--- config.mk ---
export PLATFORM = sky130hd
export DESIGN_NAME = adder_nibble_seq_amisha
export DESIGN_NICKNAME = d
export VERILOG_FILES = /design/src/rtl/adder_nibble_seq_amisha.sv
export SDC_FILE = /design/constraint.sdc
export NUM_CORES = 1
export LEC_CHECK = 0
export ABC_CLOCK_PERIOD_IN_PS = 3200
export CAP_MARGIN = 20
export CORE_ASPECT_RATIO = 1.75
export CORE_MARGIN = 1.5
export CORE_UTILIZATION = 38
export DETAILED_ROUTE_END_ITERATION = 10
export GPL_TIMING_DRIVEN = 0
export PLACE_DENSITY = 0.69
export SETUP_SLACK_MARGIN = 0.15
export SYNTH_ARGS = -nofsm -noshare
export SYNTH_HDL_FRONTEND = slang
export SYNTH_SLANG_ARGS = --single-unit
--- constraint.sdc ---
create_clock -name clk_amisha -period 3.2 [get_ports clk_amisha]
set_clock_uncertainty 0.1 [all_clocks]
set_input_delay 0.32 -clock clk_amisha [delete_from_list [all_inputs] [get_ports clk_amisha]]
set_output_delay 0.32 -clock clk_amisha [all_outputs]
set_load 0.03 [all_outputs]
--- src/rtl/adder_nibble_seq_amisha.sv ---
// Multi-cycle W-bit adder that reuses one 4-bit slice, one nibble per clock, behind a start/busy/done handshake.
// Optional subtract mode (sub_amisha port) is enabled by defining ADDER_NIBBLE_SEQ_SUB_EN.
module adder_nibble_seq_amisha #(
  parameter int unsigned NIBBLES = 4
) (
  input  logic                   clk_amisha,
  input  logic                   rst_n_amisha,
  input  logic                   start_amisha,
  input  logic [4*NIBBLES-1:0]   a_amisha,
  input  logic [4*NIBBLES-1:0]   b_amisha,
  input  logic                   cin_amisha,
`ifdef ADDER_NIBBLE_SEQ_SUB_EN
  input  logic                   sub_amisha,
`endif
  output logic                   busy_amisha,
  output logic                   done_amisha,
  output logic [4*NIBBLES-1:0]   sum_amisha,
  output logic                   cout_amisha,
  output logic                   ovf_amisha
);
  localparam int unsigned W  = 4 * NIBBLES;
  localparam int unsigned KW = $clog2(NIBBLES);
  localparam logic [KW-1:0] LAST = KW'(NIBBLES - 1);

  typedef enum logic [1:0] {IDLE, RUN, DONE} state_t;

  state_t        state;
  logic [W-1:0]  a_reg;
  logic [W-1:0]  b_reg;
  logic [W-1:0]  work;
  logic [KW-1:0] k;
  logic          carry;

  logic          sub_eff;
  logic [W-1:0]  b_in;
  logic          c_init;
  logic [3:0]    a_nib;
  logic [3:0]    b_nib;
  logic [4:0]    slice;
  logic          msb_cin;
  logic [W-1:0]  next_work;

`ifdef ADDER_NIBBLE_SEQ_SUB_EN
  assign sub_eff = sub_amisha;
`else
  assign sub_eff = 1'b0;
`endif

  // Subtraction is folded into the capture: B is stored inverted and the carry seeded with 1.
  always_comb begin
    b_in   = sub_eff ? ~b_amisha : b_amisha;
    c_init = sub_eff ? 1'b1 : cin_amisha;
  end

  always_comb begin
    a_nib     = a_reg[{k, 2'b00} +: 4];
    b_nib     = b_reg[{k, 2'b00} +: 4];
    slice     = {1'b0, a_nib} + {1'b0, b_nib} + {4'b0000, carry};
    msb_cin   = a_nib[3] ^ b_nib[3] ^ slice[3];
    next_work = work;
    next_work[{k, 2'b00} +: 4] = slice[3:0];
  end

  always_ff @(posedge clk_amisha or negedge rst_n_amisha) begin
    if (!rst_n_amisha) begin
      state       <= IDLE;
      a_reg       <= '0;
      b_reg       <= '0;
      work        <= '0;
      k           <= '0;
      carry       <= 1'b0;
      busy_amisha <= 1'b0;
      done_amisha <= 1'b0;
      sum_amisha  <= '0;
      cout_amisha <= 1'b0;
      ovf_amisha  <= 1'b0;
    end else begin
      case (state)
        IDLE: begin
          done_amisha <= 1'b0;
          if (start_amisha) begin
            a_reg       <= a_amisha;
            b_reg       <= b_in;
            carry       <= c_init;
            k           <= '0;
            busy_amisha <= 1'b1;
            state       <= RUN;
          end
        end
        RUN: begin
          work  <= next_work;
          carry <= slice[4];
          k     <= k + KW'(1);
          if (k == LAST) begin
            sum_amisha  <= next_work;
            cout_amisha <= slice[4];
            ovf_amisha  <= msb_cin ^ slice[4];
            busy_amisha <= 1'b0;
            done_amisha <= 1'b1;
            state       <= DONE;
          end
        end
        DONE: begin
          done_amisha <= 1'b0;
          if (start_amisha) begin
            a_reg       <= a_amisha;
            b_reg       <= b_in;
            carry       <= c_init;
            k           <= '0;
            busy_amisha <= 1'b1;
            state       <= RUN;
          end else begin
            state <= IDLE;
          end
        end
        default: begin
          busy_amisha <= 1'b0;
          done_amisha <= 1'b0;
          state       <= IDLE;
        end
      endcase
    end
  end
endmodule
# Yosys cells after proc, flatten, opt, wreduce, memory -nomap -nowiden
# Cells that the tools add are included.
[op_classes] n_addsub=4 eq_ne=6 shift=4 mux=14 bitwise_logic=3 reduce_logical=8
[op_table] cell="variable part select 16 x 5 -> 4 bit" n=2
[op_table] cell="bitwise mux 16 bit" n=1
[op_table] cell="variable shift 4 x 6 -> 16 bit, first input constant" n=1
[op_table] cell="variable part select 4 x 6 -> 16 bit" n=1
[op_table] cell="AND reduction 2 bit" n=5
[op_table] cell="two-way mux 1 bit" n=6
[op_table] cell="two-way mux 2 bit" n=3
[op_table] cell="negation 4 -> 6 bit" n=1
[op_table] cell="case mux 2 bit (3 select lines)" n=1
[op_table] cell="adder 4 x 4 -> 5 bit" n=1
[op_table] cell="adder 5 x 1 -> 5 bit" n=1
[op_table] cell="== test 2 bit, second input constant" n=2
[op_table] cell="inequality test 2 bit, second input constant" n=2
[op_table] cell="case mux 1 bit (2 select lines)" n=2
[op_table] cell="case mux 2 bit (2 select lines)" n=1
[op_table] cell="XOR 1 bit" n=3
[op_table] cell="adder 2 x 1 -> 2 bit, second input constant" n=1
[op_table] cell="== test 2 x 1 -> 1 bit, second input constant" n=1
[op_table] cell="logical NOT 2 bit" n=1
[op_table] cell="inequality test 2 x 1 -> 1 bit, second input constant" n=1
[op_table] cell="nonzero test 2 bit" n=1
[op_table] cell="OR reduction 2 bit" n=1
[word_totals] regBits=73 in_bits=36 out_inout_bits=20

# Logic depth before layout (Yosys ltp)
[logic_depth] depth_word=5 mapped_depth=8 ltp_nobuf=7

# Worst setup path after synthesis
# Ideal clock, no wire load.
[synth_timing] path_type="register to register" start="register k[0]" end="register work[2]" t_arrival_ps=2597 slack_ps=382 path_stages_with_launch=8 period_less_slack_ps=2818 path_cell_list="dfrtp_1 buf_4 mux4_2 fa_1 fa_1 xor2_1 and2_1 a22o_1"
[synth_between] elab_chain_cells=5 word_cells_on_any_way=8 cone_classes="3 x add/sub; 4 x shift; 1 x mux"
[synth_lines] item="start: declaration" line="31" rtl="logic [KW-1:0] k;"
[synth_lines] item="start signal: assignment" line="93" rtl="k <= k + KW'(1);"
[synth_lines] item="variable part select 16 x 5 -> 4 bit (on tied branches)" line="56, 57"
[synth_lines] item="adder 4 x 4 -> 5 bit" line="58" rtl="slice = {1'b0, a_nib} + {1'b0, b_nib} + {4'b0000, carry};"
[synth_lines] item="adder 5 x 1 -> 5 bit" line="58"
[synth_lines] item="variable part select 4 x 6 -> 16 bit" line="61" rtl="next_work[{k, 2'b00} +: 4] = slice[3:0];"
[synth_lines] item="bitwise mux 16 bit (*)" line="61"
[synth_lines] item="end signal: assignment" line="91" rtl="work <= next_work;"
[synth_lines] item="end: declaration" line="30" rtl="logic [W-1:0] work;"
# Every way passes the cells marked *; elsewhere a longest branch is shown, timed or not.
# A chain may end at the register's enable or synchronous reset.

# Worst setup path in the final report
[layout_timing] start="register k[0]" end="register ovf_amisha"
[layout_between] elab_chain_cells=5 word_cells_on_any_way=9 cone_classes="2 x add/sub; 1 x eq/ne; 2 x shift; 3 x bitwise; 1 x reduce/logical"
[layout_lines] item="variable part select 16 x 5 -> 4 bit (on tied branches)" line="56, 57"
[layout_lines] item="adder 4 x 4 -> 5 bit" line="58"
[layout_lines] item="adder 5 x 1 -> 5 bit" line="58"
[layout_lines] item="XOR 1 bit" line="59" rtl="msb_cin = a_nib[3] ^ b_nib[3] ^ slice[3];"
[layout_lines] item="XOR 1 bit" line="97" rtl="ovf_amisha <= msb_cin ^ slice[4];"
[layout_lines] item="end signal: assignment" line="97"
[layout_lines] item="end: declaration" line="19" rtl="output logic ovf_amisha"
# Parallel ways exist; a longest one is shown, timed or not.

==> flow_metrics.py <==
metrics = {
    "outcome": {
        "outcome": "complete, no violations",
    },
    "clock_tree": {
        "clock_root_cell": "sky130_fd_sc_hd__clkbuf_16",
        "clock_tree.htree_level_count": 3,
        "cts_inserted_buffers": 9,
        "number_of_clock_sinks": 73,
        "worstSkewPairLatency_ps": 340,
        "cts_hold_buf": 0,
        "cts_buffer_depth": 2,
        "cts_tree": "yes",
        "path_clk_slew_ps": 50,
    },
    "critical_path": {
        "worstPathArrival_ps": 3060,
        "setup.worst_path.end_class": "register",
        "setup.worst_path.class": "reg2reg",
        "r2r-end": "ovf_amisha",
        "worstReg2RegStart": "k[0]",
        "timing.critical_path.from_type": "register",
        "cp_data_required_time_ps": 3320,
        "worst-path-max-fanout": 10,
        "depth_of_the_most_critical_reg_to_reg_path": 8,
        "regToRegSetupSlack_ps": 250,
        "crit_start": "k[0]",
    },
    "power_and_ir_drop": {
        "power.density_mw_per_mm2": 1260,
        "worst_supply_voltage_drop_on_vdd_v": 0.000901,
        "internal_power_uw": 3360,
        "cellLeakagePower_uw": 0.00198,
        "flop_pwr_share": 0.273,
        "swShare": 0.412,
        "p_total_uw": 5720,
        "power_frac_comb": 0.557,
        "sw_pwr_uw": 2360,
        "power_share_of_the_clock_group": 0.170,
    },
    "finish": {
        "area_growth_from_synthesis_to_layout_pct": 29.9,
        "filler_cell_count": 838,
        "finish.utilization": 0.506,
        "fin_cells": 455,
        "num_antenna_cells": 0,
        "combined_flip_flop_and_latch_cell_area_sq_mm": 0.00183,
        "multi_input_comb_area_sq_mm": 0.00158,
        "nets": 377,
        "drive_gt1_frac": 0.254,
        "design_area_sq_mm": 0.00454,
    },
    "logic_synthesis": {
        "synth_top_flop_cell": "sky130_fd_sc_hd__dfrtp_1",
        "synth_fp_nets": 309,
        "yosys.area.top_type_share": 0.523,
        "ys_warn_count": 0,
        "synth.largest_area_cell": "sky130_fd_sc_hd__dfrtp_1",
        "average_instance_area_after_synthesis_sq_um": 13.3,
        "asyncSetResetFlopFracSynth": 1.00,
        "synth_edf_count": 0,
        "synthesized_cell_area_sq_mm": 0.00350,
        "syn-instance-count": 262,
        "synth_top_area_cells": "sky130_fd_sc_hd__dfrtp_1 52%, sky130_fd_sc_hd__mux2_4 12%, sky130_fd_sc_hd__mux4_2 5.2%",
        "synth.lib_cells_used.distinct": 37,
        "synth.ff_latch_count": 73,
        "synth.yosys.seq_area_share": 0.523,
    },
    "routing": {
        "firstDrtPassIters": 4,
        "via_per_inst": 5.01,
        "routed-via-count": 2281,
        "detail-route-antenna-nets": 0,
        "wirelength_microns": 7230,
        "1st_iter_drt_viols": 120,
        "drt-wirelength-per-cell_microns": 15.9,
        "drc": 0,
    },
    "global_routing": {
        "grt_remaining_overflow": 0,
        "grt_util_all_layers": 0.165,
        "antenna_violations_before_repair": 0,
        "grt_max_degree": 74,
        "grt_pass1_wl_microns": 11600,
        "first_global_vias": 2273,
    },
    "floorplan": {
        "floorplan.die.width_microns": 75.5,
        "core_area_sq_mm": 0.00898,
        "dieArea_sq_mm": 0.00981,
        "die-height_microns": 130,
        "initial_core_util": 0.389,
        "io_pins": 56,
        "num_rows": 46,
    },
    "placement": {
        "gp_congestion": 0.806,
        "dpl_ws_ps": -184,
        "place.port_buffers": 55,
        "dpl_cell_area_sq_mm": 0.00419,
        "dp.cells": 437,
        "detailedPlacementHpwl_microns": 5250,
    },
    "timing": {
        "rsz0062_at_grt": "false",
        "slew_limit_headroom": 0.395,
        "timing.final.max_slew_violations": 0,
        "post-route-period-util": 0.921,
        "timing.final.hold_violations": 0,
        "final_critical_path_setup_slack_ps": 253,
        "worstMarginPinSlew_ps": 908,
        "min_period_ps": 2950,
        "fmax_ghz": 0.339,
        "report.final.setup_viol": 0,
    },
    "worst_hold_path": {
        "hold_path.class": "in2async",
    },
    "run": {
        "max_cap_viol_count": 0,
    },
}
==> cell families after synthesis <==
| family | count (synthesis) | synth area share |
|---|---|---|
| AND/OR/NAND/NOR | 55 | 0.0866 |
| buffers and inverters | 21 | 0.0340 |
| XOR/XNOR | 4 | 0.0100 |
| AO/OA/AOI/OAI | 57 | 0.115 |
| multiplexers | 41 | 0.188 |
| adder cells (fa/ha/maj) | 11 | 0.0437 |
| flip-flops | 73 | 0.523 |
==> power groups by stage <==
stage,Sequential (uW),Combinational (uW),Clock [uW]
2_1_floorplan,1690,1980,0
3_3_place_gp,1560,2940,0
3_5_place_dp,1580,3020,0
4_1_cts,1570,3140,988
5_1_grt,1610,3370,1030
6_report,1560,3190,971
==> per-layer routing <==
| metal | share of wire | vias to the layer above | track usage |
|---|---|---|---|
| li1 | - | 1081 | - |
| met1 | 0.39 | 1111 | 0.189 |
| met2 | 0.54 | 71 | 0.277 |
| met3 | 0.039 | 18 | 0.0371 |
| met4 | 0.035 | 0 | 0.0945 |
| met5 | 0 | - | 0 |
==> layout by cell type, fill, tap and decap left out, types with 5 or more instances in the layout <==
cell type and instances:
sky130_fd_sc_hd__dfrtp_1 72, sky130_fd_sc_hd__clkdlybuf4s50_1 54, sky130_fd_sc_hd__mux2_4 28, sky130_fd_sc_hd__nand2_1 21
sky130_fd_sc_hd__a21oi_1 14, sky130_fd_sc_hd__nor2_1 12, sky130_fd_sc_hd__o21ai_0 12, sky130_fd_sc_hd__nor2b_1 11
sky130_fd_sc_hd__a32o_1 10, sky130_fd_sc_hd__ha_1 9, sky130_fd_sc_hd__clkbuf_16 9, sky130_fd_sc_hd__mux4_2 8
sky130_fd_sc_hd__buf_2 8, sky130_fd_sc_hd__a22o_1 5, sky130_fd_sc_hd__o21ai_1 5, sky130_fd_sc_hd__mux2_2 5
==> critical path, cell delays in order, from the launching register on <==
cell and delay, ps:
sky130_fd_sc_hd__dfrtp_2 430, sky130_fd_sc_hd__buf_8 180, sky130_fd_sc_hd__mux4_2 570, sky130_fd_sc_hd__fa_1 470, sky130_fd_sc_hd__fa_2 410, sky130_fd_sc_hd__a21o_1 230, sky130_fd_sc_hd__a21oi_4 210, sky130_fd_sc_hd__xnor2_1 150
sky130_fd_sc_hd__o21ai_0 90
==> final cells by class <==
type,count,area share
repair buffers,57,0.124
well taps,120,0.0331
plain buffers,16,0.0240
clock inverters,2,0.00220
multi-input cells,168,0.348
clock buffers,14,0.0625
flip-flops and latches,73,0.402
inverters,5,0.00413
==> worst max-delay path by stage <==
stage | cells past startpoint | end
floorplan | 7 | work[2]
global placement | 1 | b_reg[8]
detailed placement | 7 | work[6]
CTS | 8 | carry
global route | 8 | ovf_amisha
finish | 8 | ovf_amisha
==> stage by stage <==
| step | TNS, ps | hold WS, ps |
|---|---|---|
| 6_report | 0 | 4.15 |
| 5_1_grt | 0 | 84.3 |
| 4_1_cts | 0 | 42.2 |
| 3_5_place_dp | -695 | 370 |
| 3_3_place_gp | -46250 | 361 |
| 2_1_floorplan | 0 | -75.6 |
==> repair_timing <==
action | CTS | global route
buffers inserted | 0 | 2
gates resized for setup | 6 | 2
setup endpoints to repair | 16 | 4
cloned | 0 | 0
==> synthesized netlist by cell type (3+ instances only) <==
cell type / number
sky130_fd_sc_hd__a21oi_1: 14
sky130_fd_sc_hd__a221oi_1: 3
sky130_fd_sc_hd__a22o_1: 5
sky130_fd_sc_hd__a32o_1: 10
sky130_fd_sc_hd__buf_2: 8
sky130_fd_sc_hd__buf_6: 3
sky130_fd_sc_hd__clkbuf_1: 3
sky130_fd_sc_hd__dfrtp_1: 73
sky130_fd_sc_hd__ha_1: 9
sky130_fd_sc_hd__inv_1: 3
sky130_fd_sc_hd__mux2_2: 5
sky130_fd_sc_hd__mux2_4: 28
sky130_fd_sc_hd__mux4_2: 8
sky130_fd_sc_hd__nand2_1: 21
sky130_fd_sc_hd__nor2_1: 12
sky130_fd_sc_hd__nor2b_1: 11
sky130_fd_sc_hd__nor3b_1: 4
sky130_fd_sc_hd__o21ai_0: 12
sky130_fd_sc_hd__o21ai_1: 5
No activity file was read; power rests on OpenSTA's default activity.
